===== config.mk =====
export PLATFORM = sky130hd
export DESIGN_NAME = mem_access_unit
export DESIGN_NICKNAME = d
export VERILOG_FILES = /design/src/rtl/cpu_pkg.sv /design/src/rtl/load_extend.sv /design/src/rtl/mem_access_unit.sv
export SDC_FILE = /design/constraint.sdc
export NUM_CORES = 1
export LEC_CHECK = 0
export ABC_AREA = 1
export ABC_CLOCK_PERIOD_IN_PS = 3200
export CORE_ASPECT_RATIO = 0.75
export CORE_MARGIN = 1.5
export CORE_UTILIZATION = 49
export DETAILED_ROUTE_END_ITERATION = 8
export GPL_TIMING_DRIVEN = 0
export PLACE_DENSITY = 0.86
export SYNTH_ARGS = -nofsm -noshare
export SYNTH_HDL_FRONTEND = slang
export SYNTH_HIERARCHICAL = 1
export SYNTH_SLANG_ARGS = --single-unit

===== constraint.sdc =====
create_clock -name clk -period 3.2 [get_ports clk]
set_input_delay 0.64 -clock clk [delete_from_list [all_inputs] [get_ports clk]]
set_output_delay 0.64 -clock clk [all_outputs]
set_load 0.05 [all_outputs]

===== src/rtl/cpu_pkg.sv =====
// Shared load/store encodings: funct3 size codes, FSM states, access legality check.
// Latency: n/a (types, constants and a pure function only).
// Backpressure: n/a.
package cpu_pkg;

  localparam logic [2:0] F3_B  = 3'b000;
  localparam logic [2:0] F3_H  = 3'b001;
  localparam logic [2:0] F3_W  = 3'b010;
  localparam logic [2:0] F3_BU = 3'b100;
  localparam logic [2:0] F3_HU = 3'b101;

  typedef enum logic [1:0] {
    ST_IDLE = 2'd0,
    ST_REQ  = 2'd1,
    ST_DONE = 2'd2
  } state_t;

  // Stores only decode the size bits, so 1xx aliases onto 0xx; loads use
  // bit 2 as the unsigned flag and only the five listed codes exist.
  function automatic logic access_legal(input logic       is_store,
                                        input logic [2:0] f3,
                                        input logic [1:0] off);
    logic code_ok;
    logic align_ok;
    if (is_store) code_ok = (f3[1:0] != 2'b11);
    else          code_ok = (f3 == F3_B) || (f3 == F3_H) || (f3 == F3_W) ||
                            (f3 == F3_BU) || (f3 == F3_HU);
    case (f3[1:0])
      2'b00:   align_ok = 1'b1;
      2'b01:   align_ok = ~off[0];
      2'b10:   align_ok = (off == 2'b00);
      default: align_ok = 1'b0;
    endcase
    return code_ok && align_ok;
  endfunction

endpackage


===== src/rtl/load_extend.sv =====
// Selects the addressed byte/half of a read word and sign- or zero-extends it.
// Latency: purely combinational, zero cycles.
// Backpressure: none; output follows inputs.
// Ports: rdata (read word), off (byte offset), funct3 (size/sign), data (result).
module load_extend
  import cpu_pkg::*;
(
  input  logic [31:0] rdata,
  input  logic [1:0]  off,
  input  logic [2:0]  funct3,
  output logic [31:0] data
);

  logic [7:0]  byte_v;
  logic [15:0] half_v;

  always_comb begin
    byte_v = rdata[8*off +: 8];
    half_v = off[1] ? rdata[31:16] : rdata[15:0];
    case (funct3)
      F3_B:    data = {{24{byte_v[7]}}, byte_v};
      F3_BU:   data = {24'h0, byte_v};
      F3_H:    data = {{16{half_v[15]}}, half_v};
      F3_HU:   data = {16'h0, half_v};
      default: data = rdata;
    endcase
  end

endmodule


===== src/rtl/mem_access_unit.sv =====
// Load/store stage: drives a word-wide ready-handshaked data bus and extends load data.
// Latency: >=2 stalled cycles (detect + REQ until mem_ready), then one DONE cycle.
// Backpressure: Stall holds the core while in REQ; mem_ready absence aborts after TIMEOUT.
// Ports: MemRead/MemWrite/funct3/ALUResult/ReadData2 from the ALU stage; MemData,
// Stall, AccessFault, BusErr to the core; mem_* is the data-memory bus.
module mem_access_unit
  import cpu_pkg::*;
#(
  parameter int TIMEOUT = 16,
  parameter int CNT_W   = 5
) (
  input  logic        clk,
  input  logic        rst_n,
  input  logic        MemRead,
  input  logic        MemWrite,
  input  logic [2:0]  funct3,
  input  logic [31:0] ALUResult,
  input  logic [31:0] ReadData2,
  output logic [31:0] MemData,
  output logic        Stall,
  output logic        AccessFault,
  output logic        BusErr,
  output logic        mem_req,
  output logic        mem_we,
  output logic [31:0] mem_addr,
  output logic [31:0] mem_wdata,
  output logic [3:0]  mem_be,
  input  logic        mem_ready,
  input  logic [31:0] mem_rdata
);

  state_t           state;
  logic [CNT_W-1:0] cnt;
  logic [1:0]       off_q;
  logic [2:0]       f3_q;
  logic             load_q;

  logic        valid;
  logic        legal;
  logic        start;
  logic [1:0]  off;
  logic [3:0]  be_next;
  logic [31:0] wdata_next;
  logic [31:0] ext_data;

  assign off   = ALUResult[1:0];
  assign valid = MemRead | MemWrite;
  // A simultaneous read+write request is treated as a store.
  assign legal = access_legal(MemWrite, funct3, off);
  assign start = (state == ST_IDLE) && valid && legal;
  assign Stall = start || (state == ST_REQ);

  // Lane steering: narrow data is replicated across the word so the byte
  // enables alone pick the target lanes.
  always_comb begin
    case (funct3[1:0])
      2'b00: begin
        be_next    = 4'b0001 << off;
        wdata_next = {4{ReadData2[7:0]}};
      end
      2'b01: begin
        be_next    = 4'b0011 << off;
        wdata_next = {2{ReadData2[15:0]}};
      end
      default: begin
        be_next    = 4'b1111;
        wdata_next = ReadData2;
      end
    endcase
  end

  load_extend u_load_extend (
    .rdata  (mem_rdata),
    .off    (off_q),
    .funct3 (f3_q),
    .data   (ext_data)
  );

  always_ff @(posedge clk or negedge rst_n) begin
    if (!rst_n) begin
      state       <= ST_IDLE;
      cnt         <= '0;
      off_q       <= '0;
      f3_q        <= '0;
      load_q      <= 1'b0;
      mem_req     <= 1'b0;
      mem_we      <= 1'b0;
      mem_addr    <= '0;
      mem_wdata   <= '0;
      mem_be      <= '0;
      MemData     <= '0;
      AccessFault <= 1'b0;
      BusErr      <= 1'b0;
    end else begin
      AccessFault <= 1'b0;
      BusErr      <= 1'b0;
      case (state)
        ST_IDLE: begin
          if (valid) begin
            if (legal) begin
              mem_req   <= 1'b1;
              mem_we    <= MemWrite;
              mem_addr  <= {ALUResult[31:2], 2'b00};
              mem_be    <= be_next;
              mem_wdata <= wdata_next;
              off_q     <= off;
              f3_q      <= funct3;
              load_q    <= ~MemWrite;
              cnt       <= '0;
              state     <= ST_REQ;
            end else begin
              AccessFault <= 1'b1;
            end
          end
        end
        ST_REQ: begin
          if (mem_ready) begin
            mem_req <= 1'b0;
            if (load_q) MemData <= ext_data;
            state <= ST_DONE;
          end else if (cnt == CNT_W'(TIMEOUT - 1)) begin
            // This cycle is the TIMEOUT-th REQ cycle without a response.
            mem_req <= 1'b0;
            BusErr  <= 1'b1;
            MemData <= '0;
            state   <= ST_DONE;
          end else begin
            cnt <= cnt + 1'b1;
          end
        end
        ST_DONE: state <= ST_IDLE;
        default: state <= ST_IDLE;
      endcase
    end
  end

endmodule


==> impl_metrics.sql <==
INSERT INTO impl_metrics (metric_group, metric, value, unit) VALUES
('synth', 'yosysSeqAreaShare', '48.72', '%'),
('clock_network', 'ctsHtreeMaxLevel', '4', ''),
('finish', 'syn2layout_area_growth', '49.67', '%'),
('sta', 'max_freq', '0.3248', 'GHz'),
('worst_setup_path', 'critical_path.reg2reg.endpoint', 'MemData[26]', ''),
('clock_network', 'cts_tree', 'built', ''),
('routing', 'wl_per_cell', '16.04', 'um'),
('place', 'dpl.hpwl', '13.05', 'mm'),
('worst_setup_path', 'start_kind', 'primary input', ''),
('clock_network', 'cts_buffer_depth', '2', ''),
('clock_network', 'cts.clk_slew.worst_paths', '50', 'ps'),
('routing', 'route.detailed.drc', '0', ''),
('routing', 'vias', '5925', ''),
('global_routing', 'grt_pass1_wl', '29.08', 'mm'),
('synth', 'post-synth-top-area-fraction', '48.72', '%'),
('clock_network', 'clock-sinks', '115', ''),
('global_routing', 'antenna_found_initial', '0', ''),
('worst_setup_path', 'critical_path.max_fanout', '10', ''),
('clock_network', 'cts_inserted_buffers', '17', ''),
('sta', 'finalWorstSetupSlack', '121.4', 'ps'),
('clock_network', 'insertion_delay', '420', 'ps'),
('floorplanning', 'fp.dieArea', '0.01273', 'sq mm'),
('power_and_ir_drop', 'p_per_area', '1009', 'mW/mm^2'),
('sta', 'worst-slew-pin-transition', '595.7', 'ps'),
('synth', 'synth_flop_cell', 'sky130_fd_sc_hd__dfrtp_1', ''),
('worst_setup_path', 'worst-endpoint-required', '2560', 'ps'),
('power_and_ir_drop', 'power_leakage', '4.119', 'nW'),
('synth', 'post_synth_main_area_contributors', 'sky130_fd_sc_hd__dfrtp_1, sky130_fd_sc_hd__nand2_1, sky130_fd_sc_hd__nand3_1, sky130_fd_sc_hd__o21ai_1, sky130_fd_sc_hd__inv_1', ''),
('worst_setup_path', 'worst-setup-path-type', 'in2out', ''),
('clock_network', 'cts_root_buffer', 'sky130_fd_sc_hd__clkbuf_16', ''),
('global_routing', 'total_grt_usage', '29.69', '%'),
('floorplanning', 'initial_core_util', '50.68', '%'),
('finish', 'postLayoutCoreUtil', '75.85', '%'),
('power_and_ir_drop', 'ir_drop', '0.6372', 'mV'),
('sta', 'finClkSkew', '5.922', 'ps'),
('synth', 'synth_enable_flop_cells', '0', ''),
('finish', 'drive_gt1_share', '12.59', '%'),
('floorplanning', 'ioPinCount', '209', ''),
('worst_setup_path', 'reg2reg_slack', '1330', 'ps'),
('finish', 'nNetsFinal', '1054', ''),
('synth', 'synth-async-reset-ratio', '100.0', '%'),
('run_status', 'status', 'complete, no violations', ''),
('clock_network', 'holdBufCountCts', '0', ''),
('routing', 'post_drt_via_cell_ratio', '5.276', ''),
('floorplanning', 'die_h', '98.09', 'um'),
('flow_run', 'cap_viol_max_count', '0', ''),
('finish', 'final_cells', '1123', ''),
('sta', 'slew_headroom', '60.29', '%'),
('sta', 'report.final.slew_viol_count', '0', ''),
('synth', 'synth_area_leader_cell', 'sky130_fd_sc_hd__dfrtp_1', ''),
('place', 'dp_cells', '1091', ''),
('place', 'globalplace.congestion', '0.9088', ''),
('floorplanning', 'rows', '34', ''),
('worst_setup_path', 'reg2regPathDepth', '11', ''),
('clock_network', 'cts_setup_buffers', '0', ''),
('global_routing', 'grt-ovfl-total', '0', ''),
('worst_setup_path', 'crit_path_launch', 'MemWrite', ''),
('place', 'placement.setup.worst_slack', '-312.1', 'ps'),
('finish', 'antennaDiodeCount', '0', ''),
('synth', 'yosysUniqueCellTypes', '35', ''),
('sta', 'report.final.setup_viol', '0', ''),
('routing', 'drt_iter0_drc', '607', ''),
('worst_setup_path', 'cp.arrival', '2440', 'ps'),
('global_routing', 'largest_net_degree_at_the_start_of_global_routing', '88', ''),
('routing', 'detail_route.first_pass.iterations', '8', ''),
('hold_path', 'hold_path_class', 'in2async', ''),
('synth', 'postSynthCellCount', '722', ''),
('global_routing', 'vias_in_the_first_global_route', '5790', ''),
('synth', 'yosysWarningCount', '6', ''),
('sta', 'grt_setup_unrepaired', 'false', ''),
('routing', 'antenna_violating_nets_post_route', '0', '');
[synth_stat cells, types with 8 or more instances]
master / instances
sky130_fd_sc_hd__o21ai_1: 59
sky130_fd_sc_hd__clkbuf_1: 8
sky130_fd_sc_hd__buf_2: 9
sky130_fd_sc_hd__a21oi_1: 26
sky130_fd_sc_hd__o21ai_2: 13
sky130_fd_sc_hd__nand3_1: 112
sky130_fd_sc_hd__nor2_1: 26
sky130_fd_sc_hd__inv_1: 62
sky130_fd_sc_hd__buf_6: 19
sky130_fd_sc_hd__o21ai_0: 17
sky130_fd_sc_hd__nand3_2: 17
sky130_fd_sc_hd__nand2_1: 188
sky130_fd_sc_hd__dfrtp_1: 115
[metrics by stage]
| step | cell area [sq um] | hold slack [ps] | TNS, ps | total power [mW] |
|---|---|---|---|---|
| floorplan | 5911 | 344.4 | 0 | 5.282 |
| global placement | 8165 | 453.1 | -336510 | 6.779 |
| detailed placement | 8194 | 458.6 | -312.1 | 6.846 |
| CTS | 8841 | 96.71 | 0 | 8.941 |
| global route | 8841 | 108.8 | 0 | 9.353 |
| finish | 8841 | 95.71 | 0 | 8.923 |
[metal layers]
metal	up-vias	part of all wire (%)	global-route usage, %
li1	2801	-	-
met1	2755	41	39.55
met2	314	45	44.77
met3	55	10	9.041
met4	0	3.3	13.16
met5	-	0	0
[critical path, cell delays in order]
cell	delay (ps)
sky130_fd_sc_hd__clkdlybuf4s50_1	550
sky130_fd_sc_hd__nor2_2	90
sky130_fd_sc_hd__nor2_2	260
sky130_fd_sc_hd__nand2_2	140
sky130_fd_sc_hd__buf_6	180
sky130_fd_sc_hd__buf_6	150
sky130_fd_sc_hd__nand2_1	50
sky130_fd_sc_hd__clkdlybuf4s15_2	380
[registers in the layout (all words and copies together), names as in the netlist]
signal / cells
AccessFault: 1
BusErr: 1
MemData: 32
cnt: 5
f3_q: 3
load_q: 1
mem_addr: 30
mem_be: 4
mem_req: 1
mem_wdata: 32
mem_we: 1
off_q: 2
state: 2
[cell usage in the layout, fill, tap and decap left out, drive strengths merged]
master / netlist / layout
nand2: 196 / 196
inv: 65 / 66
xor2: 1 / 1
bufinv: 0 / 4
clkinv: 1 / 2
nor3b: 1 / 1
buf: 40 / 42
conb: 1 / 2
o211ai: 2 / 2
and2: 1 / 1
a211oi: 1 / 1
clkdlybuf4s50: 0 / 203
clkinvlp: 0 / 5
clkbuf: 8 / 29
o21ai: 89 / 89
clkdlybuf4s15: 0 / 1
or2: 8 / 8
nor3: 2 / 2
nor2: 32 / 32
dfrtp: 115 / 115
nand3: 129 / 129
a21oi: 26 / 26
a31oi: 1 / 1
o21a: 1 / 1
ha: 2 / 2
[cell families (layout without fill, tap and decap cells)]
kind of cell / Yosys count / after routing / synth area share [%]
simple gates: 369 / 369 / 29.00
compound gates: 120 / 120 / 11.18
flops: 115 / 115 / 48.72
buf+inv: 114 / 352 / 10.46
fa+ha+maj: 2 / 2 / 0.4236
other cells: 1 / 2 / 0.06348
xor+xnor: 1 / 1 / 0.1483
[cell type report]
class                           instances  area, sq um  share of cell area, %
Sequential cell                       115         2878                  32.55
Inverter                               66        250.2                  2.830
Multi-Input combinational cell        494         2415                  27.31
Clock buffer                           21        470.5                  5.321
Buffer                                 48        367.9                  4.161
Clock inverter                         11        175.2                  1.981
Tap cell                              162        202.7                  2.293
Timing Repair Buffer                  206         2082                  23.55
[power by group]
part           leakage [nW]  total, mW  internal, mW  switching, mW
clock                 0.298       2.05          1.37          0.684
sequential             1.46       2.33          1.99          0.339
combinational          2.36       4.54          1.52           3.03
[worst max path at each step]
stage               depth (start not counted)            to
finish                                      8         Stall
global route                               10         Stall
CTS                                         8         Stall
detailed placement                          8         Stall
global placement                            1  mem_addr[16]
floorplan                                   7         Stall
(Power assumes the default switching activity.)
